==> src/rtl/maxnet_ctrl.sv <==
// Sequencing controller for the Maxnet winner-take-all datapath: load, check, compute, update.
// Optional iteration limit enabled by defining MAXNET_TIMEOUT_EN.
module maxnet_ctrl #(
   parameter int N        = 4,
   parameter int IDX_W    = 2,
   parameter int CNT_W    = 8,
   parameter int CALC_LAT = 2,
   parameter int MAX_ITER = 255
) (
   input  logic             clk,
   input  logic             rst,
   input  logic             start,
   input  logic [N-1:0]     nz,
   output logic             busy,
   output logic             ld_init,
   output logic             sel_init,
   output logic             ld_update,
   output logic             done,
   output logic [IDX_W-1:0] winner,
   output logic             no_winner,
   output logic             timeout,
   output logic [CNT_W-1:0] iter_cnt,
   output logic [2:0]       dbg_state
);

   // start/busy handshake: start is accepted only on a cycle where busy is low (IDLE);
   // it is ignored otherwise, and a held start relaunches once DONE returns to IDLE.
   typedef enum logic [2:0] {
      S_IDLE   = 3'd0,
      S_LOAD   = 3'd1,
      S_CHECK  = 3'd2,
      S_CALC   = 3'd3,
      S_UPDATE = 3'd4,
      S_DONE   = 3'd5
   } state_t;

   localparam int              WAIT_W    = (CALC_LAT > 1) ? $clog2(CALC_LAT) : 1;
   localparam logic [WAIT_W-1:0] WAIT_INIT = WAIT_W'(CALC_LAT - 1);

   state_t             r_state;
   state_t             w_next;
   logic [WAIT_W-1:0]  r_wait;
   logic [IDX_W-1:0]   r_winner;
   logic               r_no_winner;
   logic [CNT_W-1:0]   r_iter;
   logic               w_seen;
   logic               w_multi;
   logic [IDX_W-1:0]   w_low_idx;
   logic               w_limit;

   // Scan high to low so the last hit is the lowest set index; a second hit marks >1 active.
   always_comb begin
      w_seen    = 1'b0;
      w_multi   = 1'b0;
      w_low_idx = '0;
      for (int i = N - 1; i >= 0; i--) begin
         if (nz[i]) begin
            w_multi   = w_multi | w_seen;
            w_seen    = 1'b1;
            w_low_idx = IDX_W'(i);
         end
      end
   end

`ifdef MAXNET_TIMEOUT_EN
   logic r_timeout;
   assign w_limit = (r_iter == CNT_W'(MAX_ITER));
   assign timeout = r_timeout;
`else
   assign w_limit = 1'b0;
   assign timeout = 1'b0;
`endif

   always_ff @(posedge clk or posedge rst) begin
      if (rst) r_state <= S_IDLE;
      else     r_state <= w_next;
   end

   always_comb begin
      w_next    = r_state;
      busy      = 1'b1;
      ld_init   = 1'b0;
      sel_init  = 1'b0;
      ld_update = 1'b0;
      done      = 1'b0;
      case (r_state)
         S_IDLE: begin
            busy = 1'b0;
            if (start) w_next = S_LOAD;
         end
         S_LOAD: begin
            ld_init  = 1'b1;
            sel_init = 1'b1;
            w_next   = S_CHECK;
         end
         S_CHECK:  w_next = (w_multi && !w_limit) ? S_CALC : S_DONE;
         S_CALC:   if (r_wait == '0) w_next = S_UPDATE;
         S_UPDATE: begin
            ld_update = 1'b1;
            w_next    = S_CHECK;
         end
         S_DONE: begin
            done   = 1'b1;
            w_next = S_IDLE;
         end
         default: begin
            busy   = 1'b0;
            w_next = S_IDLE;
         end
      endcase
   end

   always_ff @(posedge clk or posedge rst) begin
      if (rst) begin
         r_wait      <= '0;
         r_winner    <= '0;
         r_no_winner <= 1'b0;
         r_iter      <= '0;
`ifdef MAXNET_TIMEOUT_EN
         r_timeout   <= 1'b0;
`endif
      end else begin
         case (r_state)
            S_IDLE: begin
               if (start) begin
                  r_winner    <= '0;
                  r_no_winner <= 1'b0;
                  r_iter      <= '0;
`ifdef MAXNET_TIMEOUT_EN
                  r_timeout   <= 1'b0;
`endif
               end
            end
            S_CHECK: begin
               if (!w_seen) begin
                  r_no_winner <= 1'b1;
                  r_winner    <= '0;
               end else if (!w_multi) begin
                  r_winner <= w_low_idx;
               end else if (w_limit) begin
                  r_winner <= w_low_idx;
`ifdef MAXNET_TIMEOUT_EN
                  r_timeout <= 1'b1;
`endif
               end else begin
                  r_wait <= WAIT_INIT;
               end
            end
            S_CALC: if (r_wait != '0) r_wait <= r_wait - 1'b1;
            S_UPDATE: if (r_iter != '1) r_iter <= r_iter + 1'b1;
            default: ;
         endcase
      end
   end

   assign winner    = r_winner;
   assign no_winner = r_no_winner;
   assign iter_cnt  = r_iter;
   assign dbg_state = r_state;

endmodule

==> config.mk <==
export PLATFORM = sky130hd
export DESIGN_NAME = maxnet_ctrl
export DESIGN_NICKNAME = d
export VERILOG_FILES = /design/src/rtl/maxnet_ctrl.sv
export SDC_FILE = /design/constraint.sdc
export NUM_CORES = 1
export LEC_CHECK = 0
export ABC_AREA = 0
export ABC_CLOCK_PERIOD_IN_PS = 3200
export CAP_MARGIN = 10
export CELL_PAD_IN_SITES_DETAIL_PLACEMENT = 1
export CELL_PAD_IN_SITES_GLOBAL_PLACEMENT = 2
export CORE_MARGIN = 2
export CORE_UTILIZATION = 24
export CTS_CLUSTER_DIAMETER = 40
export CTS_CLUSTER_SIZE = 10
export DETAILED_ROUTE_END_ITERATION = 7
export HOLD_SLACK_MARGIN = 0.06
export PLACE_DENSITY_LB_ADDON = 0.1
export SKIP_LAST_GASP = 1
export SLEW_MARGIN = 20
export SYNTH_ARGS = -nofsm -noshare
export SYNTH_HDL_FRONTEND = slang
export SYNTH_SLANG_ARGS = --single-unit
==> constraint.sdc <==
create_clock -name clk -period 3.2 [get_ports clk]
set_clock_uncertainty 0.1 [all_clocks]
set_input_delay 0.48 -clock clk [delete_from_list [all_inputs] [get_ports clk]]
set_output_delay 0.48 -clock clk [all_outputs]
set_load 0.02 [all_outputs]
==> parameters.txt <==
Parameter                              Value

Yosys
  Count of unique library cells instantiated by Yosys ... 32
  Leading cell types by total area after synthesis ... sky130_fd_sc_hd__dfrtp_1 43%, sky130_fd_sc_hd__a21oi_1 6.9%, sky130_fd_sc_hd__nor3_1 5.2%
  Ys flop type ... sky130_fd_sc_hd__dfrtp_1
  Post-synthesis instance total ... about 100
  Post-synth ARST share ... between 90% and 100%
  Count of flip-flops with a built-in enable after synthesis ... 0
  #FFs+latches synth ... 15
  Cell type with the highest aggregate area in the netlist ... sky130_fd_sc_hd__dfrtp_1
  Avg Cell Area, Syn ... around 8.6 um2
  Count of synthesis-stage warnings from yosys ... 0
  Sequential cell area fraction in the yosys report ... a little over two fifths
  Post-synthesis instance area ... 872.1 um2
  Mapped Nets ... ~110
  Portion of synthesized cell area occupied by the leading cell type ... 43.04%

Clock tree
  TritonCTS clock tree ... done
  Hold-fix buffers, CTS ... 0
  Insertion delay to the later sink of the worst-skew pair ... ~0.27 ns
  Cts bufs inserted ... 3
  Post-CTS Setup Inserts ... 0
  Buffer type at the clock tree root ... sky130_fd_sc_hd__clkbuf_4
  Number of buffers between clock root and the deepest sink ... 2
  H-Tree Depth ... 1
  Number of sinks on the clock net ... 15
  Number of cells upsized or downsized after cts ... 0
  Clk pin slew, worst setup/hold paths ... 0.09 ns

Placement
  DP Cell Count ... approximately 170
  DPL Wire Length ... ~1.8 mm
  Routability Congestion ... approximately 0.71
  Area after detailed placement ... between 1000 and 1500 um2
  Buffers added on ports ... 25

Critical path
  Required time of the worst setup path ... 2.62 ns
  Endpoint class of the critical path ... output port
  Ordered list of cells on the worst path ... inv_1 > nor3_1 > clkdlybuf4s50_1
  Top cell family by delay on the critical path ... buffers and inverters
  Category of the critical setup timing path ... reg -> out
  Nature of the critical path startpoint ... flop
  Count of buffer and inverter cells on the critical path ... 2
  Cell at the slowest stage of the critical path ... sky130_fd_sc_hd__clkdlybuf4s50_1
  Arrival time of the worst setup path ... roughly 2.0 ns
  Path depth of the worst reg2reg path ... 5
  Delay contributed by the slowest stage of the critical path ... around 0.65 ns
  CP Depth ... 3
  Max FO, Critical Path ... 12

Timing
  Final setup violation count ... 0
  Total count of max-transition violations in the final report ... 0
  Highest attainable clock frequency ... 0.3886 GHz
  Crit share post-route ... around 80%
  Count of final hold-check violations ... 0
  Relative slew margins ... 58.34%
  Setup repair after global routing missed its margin ... no
  Fin crit period ... roughly 2.6 ns
  Total negative setup slack ... 0 ns
  Worst-margin pin slew ... approximately 0.62 ns
  Worst slack on hold paths ... between 0.3 and 0.4 ns

Drt
  Post-detailed-route DRC marker count ... 0
  Number of violations reported at the end of detailed-routing iteration 0 ... 9
  DRT Wirelength ... 2.331 mm
  Drt wl/cell ... about 14 um
  Antenna-violating nets left ... 0
  Via count ... 828
  Router iterations before antenna repair ... 4
  Routed via count divided by cell count ... between 4 and 5

Power and ir drop
  Maximum vdd drop ... about 0.35 mV
  Switching power ... 0.0004002 W
  Clock network fraction of total power ... approximately 12%
  Switching part of the total ... ~45%
  Proportion of power drawn by combinational gates ... between 40% and 50%
  Pwr/cell area ... roughly 770 nW/um2
  Internal cell power ... 0.0004960 W
  Part of the total power dissipated in sequential elements ... between 30% and 40%
  Leakage power ... approximately 0.46 nW

Global routing
  Pin count of the biggest net entering global routing ... 16
  First-pass GRT wire length ... about 3.9 mm
  Via count of the first global-routing pass ... 816
  Sum of overflow across all layers after global routing ... 0
  Number of antenna violations at the first check in global routing ... 0
  Global-route usage over all layers ... ~12%

Worst hold path
  Hold path depth ... 1
  Class of the tightest hold or removal check ... reg -> reg

Status
  Result of the run ... finished clean

Floorplanning
  Initial cell density of the core ... between 20% and 30%
  Die height ... 64.28 um
  Core Area ... roughly 3400 um2
  Top-Level Pins ... 27
  Die area ... about 4100 um2
  Chip width ... 64.28 um
  Number of core rows ... 21

Cells and area
  Final design utilization ... about a third
  Area delta synth->final ... 33.57%
  Non-Filler Cell Area, Final ... about 1200 um2
  Total inserted antenna cells ... 0
  Non-Filler Instances ... 170
  Share of final-layout standard cells stronger than drive strength 1 ... under 10%
  Post-layout net count ... roughly 130

Flow run
  Total of max-cap violations ... 0
-- kinds of logic after synthesis --
group / count (synthesis) / synth area share (%)
AND/OR/NAND/NOR: 44 / 25.54
XOR/XNOR: 2 / 2.009
other: 1 / 0.4300
buffers and inverters: 9 / 6.026
flip-flops: 15 / 43.04
multiplexers: 1 / 1.148
adder cells (fa/ha/maj): 2 / 2.582
AO/OA/AOI/OAI: 27 / 19.22
-- layout make-up --
class / count / area, um2
fillers: 412 / 2251
well taps: 46 / 57.56
repair buffers: 25 / 250.2
multi-input cells: 77 / 444.2
clock buffers: 4 / 26.28
inverters: 3 / 11.26
flip-flops and latches: 15 / 375.4
-- metal layers --
metal	track usage, %	vias to the layer above	part of all wire [%]
li1	-	404	-
met2	19.53	16	45
met5	0	-	0
met3	1.761	2	2.5
met4	5.585	0	1.3
met1	16.34	406	51
-- cell usage after synthesis (3+ instances only) --
library cell               n
sky130_fd_sc_hd__a21o_1    3
sky130_fd_sc_hd__a21oi_1  12
sky130_fd_sc_hd__buf_4     3
sky130_fd_sc_hd__dfrtp_1  15
sky130_fd_sc_hd__inv_1     3
sky130_fd_sc_hd__nand2_1  11
sky130_fd_sc_hd__nand3_1   3
sky130_fd_sc_hd__nor2_1    8
sky130_fd_sc_hd__nor3_1    9
sky130_fd_sc_hd__o21ai_0   5
sky130_fd_sc_hd__or3_1     3
-- layout by cell type, fill, tap and decap left out, types with 3 or more instances in the layout --
| cell type | netlist | final |
|---|---|---|
| sky130_fd_sc_hd__inv_1 | 3 | 3 |
| sky130_fd_sc_hd__nor2_1 | 8 | 8 |
| sky130_fd_sc_hd__a21oi_1 | 12 | 12 |
| sky130_fd_sc_hd__dfrtp_1 | 15 | 15 |
| sky130_fd_sc_hd__nand3_1 | 3 | 3 |
| sky130_fd_sc_hd__clkdlybuf4s50_1 | 0 | 25 |
| sky130_fd_sc_hd__nand2_1 | 11 | 11 |
| sky130_fd_sc_hd__clkbuf_4 | 0 | 3 |
| sky130_fd_sc_hd__or3_1 | 3 | 3 |
| sky130_fd_sc_hd__nor3_1 | 9 | 9 |
| sky130_fd_sc_hd__a21o_1 | 3 | 3 |
| sky130_fd_sc_hd__o21ai_0 | 5 | 5 |
-- power groups by stage --
stage / logic (W) / clock network, W / registers, W
after floorplan: 0.000268 / 0 / 0.000346
after global placement: 0.000450 / 0 / 0.000341
after detailed placement: 0.000450 / 0 / 0.000346
after CTS: 0.000455 / 0.000118 / 0.000340
after global routing: 0.000489 / 0.000132 / 0.000357
final: 0.000446 / 0.000110 / 0.000340
-- worst paths after layout --
kind	startpoint	end	slack, ns
max in group asynchronous	rst	r_wait$_DFFE_PP0P_	2.12
min in group asynchronous	rst	iter_cnt[7]$_DFFE_PP0P_	0.48
worst max register to register	iter_cnt[0]$_DFFE_PP0P_	iter_cnt[5]$_DFFE_PP0P_	1.26
worst min-delay path	winner[1]$_DFFE_PP0P_	winner[1]$_DFFE_PP0P_	0.39
worst max-delay path	dbg_state[2]$_DFFE_PP0P_	ld_update	0.63
worst min register to register	winner[1]$_DFFE_PP0P_	winner[1]$_DFFE_PP0P_	0.39
-- registers in the layout (all words and copies together) (netlist names) --
signal	count
r_wait	1
no_winner	1
winner	2
iter_cnt	8
dbg_state	3
-- metrics by stage --
stage	total power (W)	setup slack, ns
floorplan	0.0006142	0.9095
global placement	0.0007914	0.9953
detailed placement	0.0007955	0.9108
CTS	0.0009132	0.5764
global route	0.0009785	0.4608
finish	0.0008962	0.6266
Note: power is estimated with default switching activity, not from simulation.
